`src/rtl/ga_pkg.sv`:
```
// Shared constants and types for the gate-array sync/interrupt stage.
package ga_pkg;

    // HSYNC falling edges between raster interrupts
    localparam int unsigned INT_LINES = 52;
    // Characters from CRTC HSYNC rise to HSYNC_OUT rise
    localparam int unsigned HS_DELAY  = 2;
    // Maximum HSYNC_OUT width in characters
    localparam int unsigned HS_WIDTH  = 4;
    // VSYNC_OUT width in lines
    localparam int unsigned VS_LINES  = 26;
    // HSYNC falling edges after VSYNC rise before the interrupt resync
    localparam int unsigned VS_RESYNC = 2;

    // Screen mode as seen by the pixel serialiser
    typedef enum logic [1:0] {
        Mode160x16 = 2'd0,  // 160x200, 16 colours
        Mode320x4  = 2'd1,  // 320x200, 4 colours
        Mode640x2  = 2'd2,  // 640x200, 2 colours
        Mode160x4  = 2'd3   // 160x200, 4 colours
    } ga_mode_e;

endpackage

```
`src/rtl/ga_edge_det.sv`:
```
// Rise/fall detector for a CRTC sync line, sampled on the character clock enable.
module ga_edge_det (
    input  logic CLOCK,
    input  logic nRESET,
    input  logic CLKEN,
    input  logic sig,
    output logic rise,
    output logic fall
);

    logic sig_q;

    // Previous-character sample of the sync line
    always_ff @(posedge CLOCK or negedge nRESET) begin
        if (!nRESET) begin
            sig_q <= 1'b0;
        end else if (CLKEN) begin
            sig_q <= sig;
        end
    end

    assign rise = CLKEN & sig & ~sig_q;
    assign fall = CLKEN & ~sig & sig_q;

endmodule

```
`src/rtl/ga_sync_int.sv`:
```
// Gate-array sync and raster interrupt stage downstream of the CRTC.
module ga_sync_int
    import ga_pkg::*;
(
    input  logic       CLOCK,
    input  logic       nRESET,
    input  logic       CLKEN,
    input  logic       HSYNC_IN,
    input  logic       VSYNC_IN,
    input  logic       INT_ACK,
    input  logic       IRQ_CLR,
    input  logic       MODE_WR,
    input  logic [1:0] MODE_IN,
    output logic       INT,
    output logic       HSYNC_OUT,
    output logic       VSYNC_OUT,
    output logic [1:0] MODE,
    output logic [5:0] LINE_CNT
);

    localparam logic [3:0] HsOn    = 4'(HS_DELAY);
    localparam logic [3:0] HsOff   = 4'(HS_DELAY + HS_WIDTH);
    localparam logic [5:0] IntLast = 6'(INT_LINES - 1);
    localparam logic [4:0] VsLast  = 5'(VS_LINES - 1);
    localparam logic [1:0] RsLast  = 2'(VS_RESYNC - 1);

    logic hs_rise, hs_fall;
    logic vs_rise, vs_fall_unused;

    ga_edge_det u_hs_edge (
        .CLOCK  (CLOCK),
        .nRESET (nRESET),
        .CLKEN  (CLKEN),
        .sig    (HSYNC_IN),
        .rise   (hs_rise),
        .fall   (hs_fall)
    );

    ga_edge_det u_vs_edge (
        .CLOCK  (CLOCK),
        .nRESET (nRESET),
        .CLKEN  (CLKEN),
        .sig    (VSYNC_IN),
        .rise   (vs_rise),
        .fall   (vs_fall_unused)
    );

    // ------------------------------------------------------------------
    // Horizontal sync
    // ------------------------------------------------------------------
    logic [3:0] hc_q;
    logic       hs_out_q;
    logic       hs_on;

    // hc holds a stale value between lines, so the rise must exclude hs_rise itself
    assign hs_on = CLKEN & HSYNC_IN & ~hs_rise & (hc_q == HsOn);

    // Characters since CRTC HSYNC rise, saturating
    always_ff @(posedge CLOCK or negedge nRESET) begin
        if (!nRESET) begin
            hc_q <= 4'd0;
        end else if (CLKEN) begin
            if (hs_rise) begin
                hc_q <= 4'd1;
            end else if (HSYNC_IN && hc_q != 4'hf) begin
                hc_q <= hc_q + 4'd1;
            end
        end
    end

    // HSYNC_OUT: width limit or CRTC fall terminates, whichever comes first
    always_ff @(posedge CLOCK or negedge nRESET) begin
        if (!nRESET) begin
            hs_out_q <= 1'b0;
        end else if (hs_fall || (CLKEN && hc_q == HsOff)) begin
            hs_out_q <= 1'b0;
        end else if (hs_on) begin
            hs_out_q <= 1'b1;
        end
    end

    // ------------------------------------------------------------------
    // Mode latch
    // ------------------------------------------------------------------
    ga_mode_e pend_q;
    ga_mode_e mode_q;

    // Pending mode from the CPU write, applied only at HSYNC_OUT rise
    always_ff @(posedge CLOCK or negedge nRESET) begin
        if (!nRESET) begin
            pend_q <= Mode160x16;
            mode_q <= Mode160x16;
        end else begin
            if (MODE_WR) begin
                pend_q <= ga_mode_e'(MODE_IN);
            end
            if (hs_on) begin
                mode_q <= pend_q;
            end
        end
    end

    // ------------------------------------------------------------------
    // VSYNC resync counter
    // ------------------------------------------------------------------
    logic       armed_q;
    logic [1:0] rs_q;
    logic       resync_hit;

    assign resync_hit = hs_fall & armed_q & ~vs_rise & (rs_q == RsLast);

    // Counts HSYNC falls after VSYNC rise; a new VSYNC rise restarts it
    always_ff @(posedge CLOCK or negedge nRESET) begin
        if (!nRESET) begin
            armed_q <= 1'b0;
            rs_q    <= 2'd0;
        end else if (vs_rise) begin
            armed_q <= 1'b1;
            rs_q    <= 2'd0;
        end else if (hs_fall && armed_q) begin
            if (rs_q == RsLast) begin
                armed_q <= 1'b0;
                rs_q    <= 2'd0;
            end else begin
                rs_q <= rs_q + 2'd1;
            end
        end
    end

    // ------------------------------------------------------------------
    // Vertical sync
    // ------------------------------------------------------------------
    logic       vs_out_q;
    logic [4:0] vl_q;

    // Fixed-length VSYNC_OUT counted in HSYNC falls, retriggerable
    always_ff @(posedge CLOCK or negedge nRESET) begin
        if (!nRESET) begin
            vs_out_q <= 1'b0;
            vl_q     <= 5'd0;
        end else if (vs_rise) begin
            vs_out_q <= 1'b1;
            vl_q     <= 5'd0;
        end else if (hs_fall && vs_out_q) begin
            if (vl_q == VsLast) begin
                vs_out_q <= 1'b0;
                vl_q     <= 5'd0;
            end else begin
                vl_q <= vl_q + 5'd1;
            end
        end
    end

    // ------------------------------------------------------------------
    // Raster interrupt
    // ------------------------------------------------------------------
    logic       clr_q;
    logic       clr_act;
    logic       clr_now;
    logic       int_q, int_d;
    logic [5:0] cnt_q, cnt_d;
    logic [5:0] cnt_base;

    // IRQ_CLR between character strobes is held until the next one
    assign clr_act = IRQ_CLR | clr_q;
    assign clr_now = CLKEN & clr_act;

    // Next interrupt state; acknowledge clears bit 5 before any increment
    always_comb begin
        cnt_base = INT_ACK ? {1'b0, cnt_q[4:0]} : cnt_q;
        cnt_d    = cnt_base;
        int_d    = INT_ACK ? 1'b0 : int_q;
        if (clr_now) begin
            cnt_d = 6'd0;
            int_d = 1'b0;
        end else if (hs_fall) begin
            if (resync_hit) begin
                if (cnt_base >= 6'd32) begin
                    int_d = 1'b1;
                end
                cnt_d = 6'd0;
            end else if (cnt_base == IntLast) begin
                cnt_d = 6'd0;
                int_d = 1'b1;
            end else begin
                cnt_d = cnt_base + 6'd1;
            end
        end
    end

    // Interrupt state registers
    always_ff @(posedge CLOCK or negedge nRESET) begin
        if (!nRESET) begin
            clr_q <= 1'b0;
            int_q <= 1'b0;
            cnt_q <= 6'd0;
        end else begin
            clr_q <= clr_act & ~CLKEN;
            int_q <= int_d;
            cnt_q <= cnt_d;
        end
    end

    assign INT       = int_q;
    assign HSYNC_OUT = hs_out_q;
    assign VSYNC_OUT = vs_out_q;
    assign MODE      = mode_q;
    assign LINE_CNT  = cnt_q;

endmodule

```
`config.mk`:
```
export PLATFORM = sky130hd
export DESIGN_NAME = ga_sync_int
export DESIGN_NICKNAME = d
export VERILOG_FILES = /design/src/rtl/ga_pkg.sv /design/src/rtl/ga_edge_det.sv /design/src/rtl/ga_sync_int.sv
export SDC_FILE = /design/constraint.sdc
export NUM_CORES = 1
export LEC_CHECK = 0
export ABC_AREA = 1
export BUFFER_PORTS_ARGS = -buffer_cell sky130_fd_sc_hd__buf_4
export CORE_MARGIN = 5
export CORE_UTILIZATION = 50
export CTS_BUF_LIST = sky130_fd_sc_hd__clkbuf_16
export DETAILED_ROUTE_END_ITERATION = 8
export PLACE_DENSITY = 0.74
export RECOVER_POWER = 50
export SYNTH_ARGS = -nofsm -noshare
export SYNTH_HDL_FRONTEND = slang
export SYNTH_SLANG_ARGS = --single-unit
```
`constraint.sdc`:
```
create_clock -name CLOCK -period 1.1 [get_ports CLOCK]
set_input_delay 0.11 -clock CLOCK [delete_from_list [all_inputs] [get_ports CLOCK]]
set_output_delay 0.11 -clock CLOCK [all_outputs]
set_load 0.1 [all_outputs]
```
==> summary.txt, run 1 <==
Power and ir drop
  – Max VDD drop: between 1500 and 2000 uV
  – Switching part of the total power: 35.6%
  – Combinational share of power: a little over a third
  – Leak: 0.00103 uW
  – Psw: between 1000 and 1500 uW
  – Pwr/cell area: 1730 nW/um^2
  – Power Internal: about 2500 uW
  – Clk pwr share: 28.5%
  – Sequential power share: between 30% and 40%

Floorplan
  – Core ar.: roughly 2800 sq um
  – Initial core utilization: 52.6%
  – Die width: around 64 um
  – # rows: 19
  – IO Pins: 21
  – Die ar.: roughly 4000 sq um
  – Chip height: between 60 and 70 um

Clock tree
  – Clock Root Buffer: clkbuf_16
  – Htree depth: 1
  – CTS tree: built
  – Num CTS Buffers: 3
  – CTS Buffer Depth: 2
  – Worst-Skew Late Latency: roughly 0.27 ns
  – Clock Sinks: 28
  – Clock-pin slew on the worst setup and hold paths: ~0.070 ns

Cells and area
  – Final Core Density: between 70 and 80%
  – Final Non-Filler Cells: between 200 and 300
  – Layout fillers: ~170
  – Layout cell share with drive strength beyond 1: 46.9%
  – # nets final: around 240
  – N_diodes: 0
  – Layout area overhead: 50.7%

Route
  – Vias: roughly 1,400
  – Met2 Wirelength: 1.88 mm
  – Metal3 WL: 144 um
  – Via density: between 5 and 6
  – Drt wl/cell: approximately 14 um
  – Detailed router's first-iteration violation count: 67
  – First-pass detailed-route iteration total: 4
  – DRC viols: 0
  – Final ANT Viol Nets: 0
  – Post-Route WL: about 3.6 mm
  – DR top layer: met4
  – Met1 Routed Length: between 1.5 and 2 mm

Synthesis
  – Syn Nets: between 150 and 200
  – Yosys top cell area share: between 40% and 50%
  – Synth area leader: dfrtp_1
  – Syn Area/Cell: approximately 8.1 sq um
  – Synth warn: 0
  – Main synth FF type: dfrtp_1
  – Post-Syn Area: 1460 sq um
  – Mapped Cells: 180
  – Sequential share of the synthesized area: 47.9%
  – Flops & latches, synth: 28
  – Most frequent cell after synthesis: nand2_1
  – Synth top cells by count: nand2_1, dfrtp_1, inv_1
  – EDFF count, synth: 0
  – Ys async rst share: 100%
  – Top post-synthesis cells by area: dfrtp_1, nand2_1, ha_1
  – Netlist cell types: 25

Setup path
  – Critical Path End Type: flip-flop
  – Startpoint Class: flip-flop
  – Arr. time, crit path: about 1.5 ns
  – Slowest CP cell: dfrtp_4
  – Critical path type: flip-flop to flip-flop
  – Worst Path Required: between 1 and 1.5 ns
  – Critical path cell sequence: ha_4 -> nand2_2 -> inv_2 -> nand3_2 -> nand2_2 -> nor2_4 -> nand2_1 -> nand2_1
  – Largest fanout on the critical path: 5
  – Max incr delay on CP: 0.50 ns

Global routing
  – Vias in the first global route: ~1,400
  – Total gr overflow: 0
  – GRT Util Overall: 18.3%
  – Largest net degree at the start of global routing: 29
  – Initial antenna violation count: 0
  – First-pass GRT wire length: a little over 6 mm

STA
  – RSZ-0062 raised after global routing: yes
  – Crit share post-route: 114%
  – Worst Slack Setup Final: -0.156 ns
  – Max Slew Vio Count: 0
  – Slew Limit Headroom: between 50% and 60%
  – Min cycle time layout: ~1.3 ns
  – Layout Skew: around 0.0036 ns
  – Hold Violations, Final: 0
  – Upper clock frequency limit: approximately 0.80 GHz
  – Worst-margin pin slew: just under 0.7 ns
  – Final setup vio count: 24

Outcome
  – Failing checks: setup timing
  – Outcome: complete, but fails checks

Place
  – Placed wire-length estimate: 2.29 mm
  – Routability cong.: ~0.8
  – Port Buf Inserts: 20
  – Inst Count DP: around 240

Flow run
  – MaxCap Viol Count: 0

Min path
  – Worst Hold Class: input pin to flip-flop
cells by family (layout without fill, tap and decap cells):
family | Yosys count | after routing | share of synthesized area [%]
simple gates | 92 | 92 | 28.5
flops | 28 | 28 | 47.9
buf+inv | 26 | 70 | 7.01
compound gates | 23 | 23 | 8.55
fa+ha+maj | 6 | 6 | 5.13
xor+xnor | 5 | 5 | 2.99
per-layer routing:
layer,vias up,global-route usage [%]
li1,665,-
met1,664,23.8
met2,32,30.9
met5,-,0
met4,0,5.34
met3,7,3.33
path summary, 6_finish.rpt:
kind	depth (start not counted)	from	slack, ns	endpoint
setup / recovery	8	LINE_CNT[0]	-0.16	LINE_CNT[0]
hold / removal	3	MODE_IN[1]	0.06	pend_q[1]
setup reg to reg	8	LINE_CNT[0]	-0.16	LINE_CNT[0]
hold reg to reg	2	rs_q[1]	0.50	rs_q[1]
max in group asynchronous	2	nRESET	0.16	LINE_CNT[0]
min in group asynchronous	2	nRESET	0.42	LINE_CNT[4]
metrics by stage:
step / cell area, sq um / TNS (ns) / total power, uW / setup slack [ns] / hold WS (ns)
6_report: 2210 / -1.69 / 3820 / -0.156 / 0.0564
5_1_grt: 2210 / -3.49 / 4040 / -0.228 / 0.0495
4_1_cts: 2100 / -1.52 / 3710 / -0.136 / 0.0570
3_5_place_dp: 1800 / -1.53 / 2430 / -0.153 / 0.0507
3_3_place_gp: 1800 / -0.915 / 2390 / -0.119 / 0.0430
2_1_floorplan: 1510 / -2.29 / 2080 / -0.269 / -0.186
flip-flops by register name, summed over array words and instances (netlist names):
signal and flops:
hc_q 4, rs_q 2, pend_q 2, VSYNC_OUT 1
HSYNC_OUT 1, u_vs_edge.sig_q 1, LINE_CNT 6, u_hs_edge.sig_q 1
armed_q 1, MODE 2, clr_q 1, vl_q 5
INT 1
worst max-delay path, delay by kind of cell (launching register included):
| kind | cells | cell delay (ns) |
|---|---|---|
| DFF | 1 | 0.50 |
| and+or+nand+nor | 6 | 0.49 |
| adders and majority gates | 1 | 0.17 |
| buffers and inverters | 1 | 0.03 |
layout make-up:
class,instances,area (sq um),share of cell area (%)
timing repair buffer,42,387,17.5
inverter,24,95.1,4.31
multi-input combinational,126,857,38.9
clock buffer,3,75.1,3.40
sequential,28,723,32.8
clock inverter,1,30.0,1.36
tap,31,38.8,1.76
power groups by stage:
| stage | Combinational [uW] | Clock (uW) | Sequential (uW) |
|---|---|---|---|
| 2_1_floorplan | 397 | 0 | 1680 |
| 3_3_place_gp | 1020 | 0 | 1370 |
| 3_5_place_dp | 1050 | 0 | 1380 |
| 4_1_cts | 1220 | 1100 | 1390 |
| 5_1_grt | 1460 | 1150 | 1420 |
| 6_report | 1330 | 1090 | 1400 |
timing repair:
item / 4_1_cts / 5_1_grt
hold buffers: 1 / 0
setup endpoints to repair: 25 / 28
gates resized for setup: 40 / 26
buffers inserted: 4 / 2
gates cloned: 0 / 0
endpoints found under the hold margin: 28 / 0
pin swaps: 14 / 21
placed cells by master (no fill, tap or decap), types with 5 or more instances in the layout:
cell type / synthesis / final
dfrtp_2: 0 / 6
nand2_2: 1 / 7
nand2_1: 51 / 44
nor2_1: 14 / 7
nand4_1: 7 / 7
nor2_4: 1 / 5
o21ai_1: 9 / 7
inv_1: 20 / 13
buf_6: 0 / 9
nand3_1: 9 / 5
dfrtp_1: 28 / 18
nor2_2: 2 / 5
buf_4: 1 / 28
o21ai_0: 7 / 5
inv_2: 4 / 9
No activity file was read; power rests on OpenSTA's default activity.
==> inputs of run 2 (changes only) <==
--- a/config.mk
+++ b/config.mk
@@ -13,6 +13,7 @@
 export DETAILED_ROUTE_END_ITERATION = 8
 export PLACE_DENSITY = 0.74
 export RECOVER_POWER = 50
+export REMOVE_ABC_BUFFERS = 1
 export SYNTH_ARGS = -nofsm -noshare
 export SYNTH_HDL_FRONTEND = slang
 export SYNTH_SLANG_ARGS = --single-unit
==> summary.txt, run 2 (synthesis results as in run 1) <==
Setup path
  – Reg2Reg Setup Slack: -0.26 ns
  – Critical path cell sequence: ha_2 -> nand3_1 -> xor2_1 -> inv_1 -> nand2_2 -> nand2_1
  – Critical path type: flip-flop to flip-flop
  – FF-to-FF End: LINE_CNT[4]
  – CP top delay family: flip-flops
  – Worst Path Required: between 1 and 1.5 ns
  – Startpoint Class: flip-flop
  – Slowest CP cell: dfrtp_1
  – Critical Path End Type: flip-flop
  – R2r worst-path depth: 6
  – Arr. time, crit path: roughly 1.5 ns
  – Largest fanout on the critical path: 3
  – RR Startpoint: LINE_CNT[0]
  – Bufs and invs on worst path: 1
  – Max incr delay on CP: 0.40 ns

Global routing
  – GRT Util Overall: approximately a fifth
  – Total gr overflow: 0
  – Initial antenna violation count: 0
  – Largest net degree at the start of global routing: 29
  – Vias in the first global route: between 1,000 and 1,500
  – First-pass GRT wire length: 6.70 mm

Place
  – Routability cong.: roughly 0.84
  – Dpl ws: -0.135 ns
  – Port Buf Inserts: 20
  – Placed wire-length estimate: roughly 2.4 mm

Clock tree
  – Htree depth: 1
  – Clock Sinks: 28
  – Num CTS Buffers: 3
  – Worst-Skew Late Latency: around 0.27 ns
  – Clock Root Buffer: clkbuf_16
  – CTS Buffer Depth: 2
  – CTS tree: built
  – Clock-pin slew on the worst setup and hold paths: 0.07 ns

Outcome
  – Outcome: complete, but fails checks
  – Failing checks: setup timing

Power and ir drop
  – Pwr/cell area: 1730 nW/um^2
  – Leak: 0.00106 uW
  – Clk pwr share: approximately 29%
  – Switching part of the total power: a little over a third
  – Sequential power share: between 30% and 40%
  – Power Internal: approximately 2400 uW
  – Final Total Pwr: between 3000 and 4000 uW
  – Combinational share of power: 34.1%
  – Max VDD drop: around 1500 uV
  – Psw: 1390 uW

Cells and area
  – Layout fillers: 166
  – Final Core Density: between 70% and 80%
  – Most frequent cells in the layout: nand2_1, buf_4, dfrtp_1
  – Layout cell share with drive strength beyond 1: between 40% and 50%
  – Layout area overhead: 50.3%
  – Max reg flops: 6
  – FF+latch area: between 700 and 800 sq um
  – # nets final: 245
  – Area of the multi-input gates: about 840 sq um
  – N_diodes: 0
  – Most common cell after layout, fill and taps aside: nand2_1

Route
  – Detailed router's first-iteration violation count: 100
  – Post-Route WL: around 4.3 mm
  – First-pass detailed-route iteration total: 5
  – Drt wl/cell: ~17 um
  – DRC viols: 0
  – Final ANT Viol Nets: 0
  – Via density: between 5 and 6
  – Vias: ~1,500

Floorplan
  – Chip height: about 64 um
  – Die ar.: between 4000 and 5000 sq um
  – Die width: ~64 um
  – # rows: 19
  – Core ar.: ~2800 sq um
  – Initial core utilization: between 50 and 60%
  – IO Pins: 21

STA
  – Crit share post-route: 124%
  – Layout Skew: approximately 0.0033 ns
  – RSZ-0062 raised after global routing: yes
  – Hold Violations, Final: 0
  – Setup tns final: -2.72 ns
  – Final setup vio count: 23
  – Max Slew Vio Count: 0
  – Worst Slack Setup Final: -0.263 ns
  – Min cycle time layout: between 1 and 1.5 ns
  – WHS: 0.0479 ns
  – Worst-margin pin slew: approximately 0.7 ns
  – Upper clock frequency limit: about 0.73 GHz
  – Slew Limit Headroom: between 50 and 60%

Min path
  – Worst Hold Class: input pin to flip-flop
  – Hold EP: pend_q[1]
  – Hold Path Depth: 3
  – Hold_sp: MODE_IN[1]

Flow run
  – MaxCap Viol Count: 0
==> run 2: changes by cell type in the layout (fill, tap and decap cells not counted), moves of 2 or more <==
| cell | before | now |
|---|---|---|
| dfrtp_2 | 6 | 2 |
| dfrtp_1 | 18 | 26 |
| o21ai_1 | 7 | 10 |
| nand3_2 | 4 | 2 |
| buf_6 | 9 | 5 |
| buf_4 | 28 | 34 |
| dfrtp_4 | 4 | 0 |
| o21ai_2 | 4 | 1 |
| inv_1 | 13 | 15 |
| nand3_1 | 5 | 7 |
==> run 2: power groups by stage <==
| stage | Clock [uW] | Sequential, uW | Combinational, uW |
|---|---|---|---|
| 5_1_grt | 1160 | 1450 | 1410 |
| 4_1_cts | 1080 | 1400 | 1140 |
| 6_report | 1090 | 1420 | 1300 |
| 3_3_place_gp | 0 | 1370 | 965 |
| 2_1_floorplan | 0 | 1670 | 362 |
| 3_5_place_dp | 0 | 1380 | 1010 |
==> run 2: repair_timing <==
item / CTS / global route
hold buffers: 1 / 0
setup buffers: 4 / 5
resized for setup: 40 / 28
cloned: 0 / 0
endpoints found under the hold margin: 28 / 0
endpoints found under the setup margin: 25 / 28
pin swaps: 16 / 17
==> run 2: worst max path at each step <==
stage,start,endpoint,cells after the start
6_report,LINE_CNT[0],LINE_CNT[4],6
3_5_place_dp,hc_q[0],HSYNC_OUT,7
3_3_place_gp,hc_q[0],HSYNC_OUT,7
4_1_cts,hc_q[0],HSYNC_OUT,7
2_1_floorplan,LINE_CNT[0],LINE_CNT[3],8
5_1_grt,LINE_CNT[0],LINE_CNT[4],6
==> run 2: layout make-up <==
type / instances / area share [%]
clock buffers: 3 / 3.41
multi-input cells: 126 / 38.1
inverters: 24 / 4.21
flip-flops and latches: 28 / 32.0
repair buffers: 46 / 19.2
clock inverters: 1 / 1.37
well taps: 31 / 1.76
==> run 2: metrics by stage <==
step                std cells  cell area (sq um)
CTS                       254               2060
finish                    259               2200
global route              259               2200
floorplan                 178               1450
global placement          245               1760
detailed placement        245               1760
==> run 2: routing by layer <==
| layer | part of all wire [%] | global-route usage [%] | vias to the layer above |
|---|---|---|---|
| li1 | - | - | 674 |
| met1 | 39 | 25.9 | 708 |
| met2 | 52 | 34.8 | 64 |
| met3 | 4.7 | 2.80 | 19 |
| met4 | 4.3 | 6.62 | 0 |
| met5 | 0 | 0 | - |
==> run 2: tightest hold or removal path: stages <==
cell and delay [ns]:
buf_4 0.07, nand2_1 0.03, o21ai_0 0.06
==> inputs of run 3 (changes only) <==
==> constraint.sdc (replaced) <==
create_clock -name CLOCK -period 1.1 [get_ports CLOCK]
set_input_delay 0.11 -clock CLOCK [delete_from_list [all_inputs] [get_ports CLOCK]]
set_output_delay 0.11 -clock CLOCK [all_outputs]
set_load 0.05 [all_outputs]
==> summary.txt, run 3 (synthesis results as in run 1) <==
Global routing
  – First-pass GRT wire length: ~6.6 mm
  – Initial antenna violation count: 0
  – Vias in the first global route: between 1,000 and 1,500
  – Total gr overflow: 0
  – GRT Util Overall: between 10% and 20%
  – Largest net degree at the start of global routing: 29

Cells and area
  – Max reg flops: 6
  – Post-route cell area: ~2100 sq um
  – Most frequent cells in the layout: nand2_1, buf_4, dfrtp_1
  – Final Non-Filler Cells: about 260
  – N_diodes: 0
  – Most common cell after layout, fill and taps aside: nand2_1
  – Layout cell share with drive strength beyond 1: 38.1%
  – Layout area overhead: 44.1%
  – # nets final: ~240

STA
  – Upper clock frequency limit: 0.794 GHz
  – Crit share post-route: 114%
  – Final setup vio count: 22
  – RSZ-0062 raised after global routing: yes
  – Slew Limit Headroom: 52.6%
  – Min cycle time layout: around 1.3 ns
  – Hold Violations, Final: 0
  – Max Slew Vio Count: 0
  – Worst-margin pin slew: between 0.7 and 0.8 ns
  – Worst Slack Setup Final: -0.159 ns
  – Layout Skew: roughly 0.0018 ns

Floorplan
  – Die width: 64.1 um
  – Die ar.: about 4000 sq um
  – Core ar.: around 2800 sq um
  – Chip height: about 64 um
  – Initial core utilization: between 50% and 60%
  – IO Pins: 21
  – # rows: 19

Setup path
  – Slowest CP cell: dfrtp_1
  – Startpoint Class: flip-flop
  – Worst Setup SP: hc_q[0]
  – RR Startpoint: hc_q[0]
  – Worst Path Required: 1.30 ns
  – Arr. time, crit path: roughly 1.5 ns
  – Bufs and invs on worst path: 1
  – Critical Path End Type: flip-flop
  – Max incr delay on CP: 0.43 ns
  – Critical path cell sequence: buf_6 -> ha_4 -> nand3_4 -> o21ai_4 -> nand2_1 -> o21ai_1
  – Critical path type: flip-flop to flip-flop
  – Largest fanout on the critical path: 6
  – CP top delay family: flip-flops

Power and ir drop
  – Combinational share of power: approximately 30%
  – Sequential power share: 39.2%
  – Psw: between 1000 and 1500 uW
  – Switching part of the total power: 33.4%
  – Clk pwr share: 29.9%
  – Leak: slightly above 0.001 uW
  – Max VDD drop: approximately 1500 uV
  – Pwr/cell area: between 1500 and 2000 nW/um^2
  – Power Internal: roughly 2400 uW

Outcome
  – Outcome: complete, but fails checks
  – Failing checks: setup timing

Place
  – Port Buf Inserts: 20
  – Placed wire-length estimate: approximately 2.4 mm
  – Routability cong.: about 0.84
  – Placed inst area: 1760 sq um
  – Inst Count DP: between 200 and 250

Clock tree
  – CTS Buffer Depth: 2
  – Htree depth: 1
  – Clock Sinks: 28
  – Clock Root Buffer: clkbuf_16
  – Num CTS Buffers: 3
  – Worst-Skew Late Latency: between 0.2 and 0.3 ns
  – Clock-pin slew on the worst setup and hold paths: around 0.07 ns
  – CTS tree: built

Flow run
  – MaxCap Viol Count: 0

Route
  – Drt wl/cell: roughly 15 um
  – Via density: about 5.6
  – Vias: 1,429
  – Final ANT Viol Nets: 0
  – First-pass detailed-route iteration total: 4
  – Detailed router's first-iteration violation count: between 90 and 100
  – Post-Route WL: 3.94 mm
  – DRC viols: 0

Min path
  – Hold_sp: MODE_IN[1]
  – Worst Hold Class: input pin to flip-flop
==> run 3: changes by cell type in the layout (fill, tap and decap cells not counted), moves of 2 or more <==
cell / previous run / this run
nand2_1: 43 / 48
buf_12: 4 / 0
buf_6: 5 / 9
nand2_2: 8 / 3
nor2_1: 7 / 9
nor2_2: 6 / 4
==> run 3: metal layers <==
layer | routed length, um | vias up | track usage, % | share of wire [%]
li1 | - | 676 | - | -
met1 | 1640 | 698 | 25.2 | 42
met2 | 2070 | 46 | 34.5 | 53
met3 | 163 | 9 | 2.80 | 4.1
met4 | 65 | 0 | 6.62 | 1.6
met5 | 0 | - | 0 | 0
==> run 3: what timing repair did <==
action	CTS	global route
setup buffers	4	3
gates resized for setup	31	18
hold endpoints to repair	28	0
pin swaps	16	16
hold buffers	1	0
endpoints found under the setup margin	23	27
==> run 3: area by class of cell <==
cell class / count / area (sq um)
Tap cell: 31 / 38.8
Clock buffer: 3 / 75.1
Clock inverter: 1 / 30.0
Sequential cell: 28 / 703
Inverter: 24 / 90.1
Timing Repair Buffer: 44 / 364
Multi-Input combinational cell: 126 / 808
Fill cell: 180 / 672
==> run 3: worst reg2reg max path: stages, from the launching register on <==
cell and delay (ns):
dfrtp_1 0.43, buf_6 0.13, ha_4 0.14, nand3_4 0.09, o21ai_4 0.22, nand2_1 0.09, o21ai_1 0.08
==> run 3: power by group through the flow <==
stage | Combinational [uW] | Clock, uW | Sequential, uW
final | 1120 | 1090 | 1420
after global routing | 1230 | 1140 | 1450
after CTS | 969 | 1080 | 1400
after detailed placement | 841 | 0 | 1380
after global placement | 794 | 0 | 1370
after floorplan | 361 | 0 | 1510
==> run 3: stage by stage <==
step	TNS [ns]	power (uW)	util [%]	worst slack, ns	hold slack, ns
2_1_floorplan	-3.47	1870	-	-0.414	-0.186
3_3_place_gp	-0.749	2160	63.3	-0.0992	0.0444
3_5_place_dp	-1.70	2220	63.3	-0.135	0.0518
4_1_cts	-0.985	3450	72.8	-0.100	0.0511
5_1_grt	-3.75	3820	75.8	-0.231	0.0779
6_report	-1.87	3630	75.8	-0.159	0.0476
==> run 3: final timing paths <==
| path | depth (start not counted) | slack (ns) | to |
|---|---|---|---|
| setup / recovery | 6 | -0.16 | hc_q[2] |
| hold / removal | 3 | 0.05 | pend_q[1] |
| setup reg to reg | 6 | -0.16 | hc_q[2] |
| hold reg to reg | 2 | 0.51 | rs_q[1] |
| max in group asynchronous | 2 | 0.18 | u_hs_edge.sig_q |
| min in group asynchronous | 2 | 0.42 | LINE_CNT[5] |
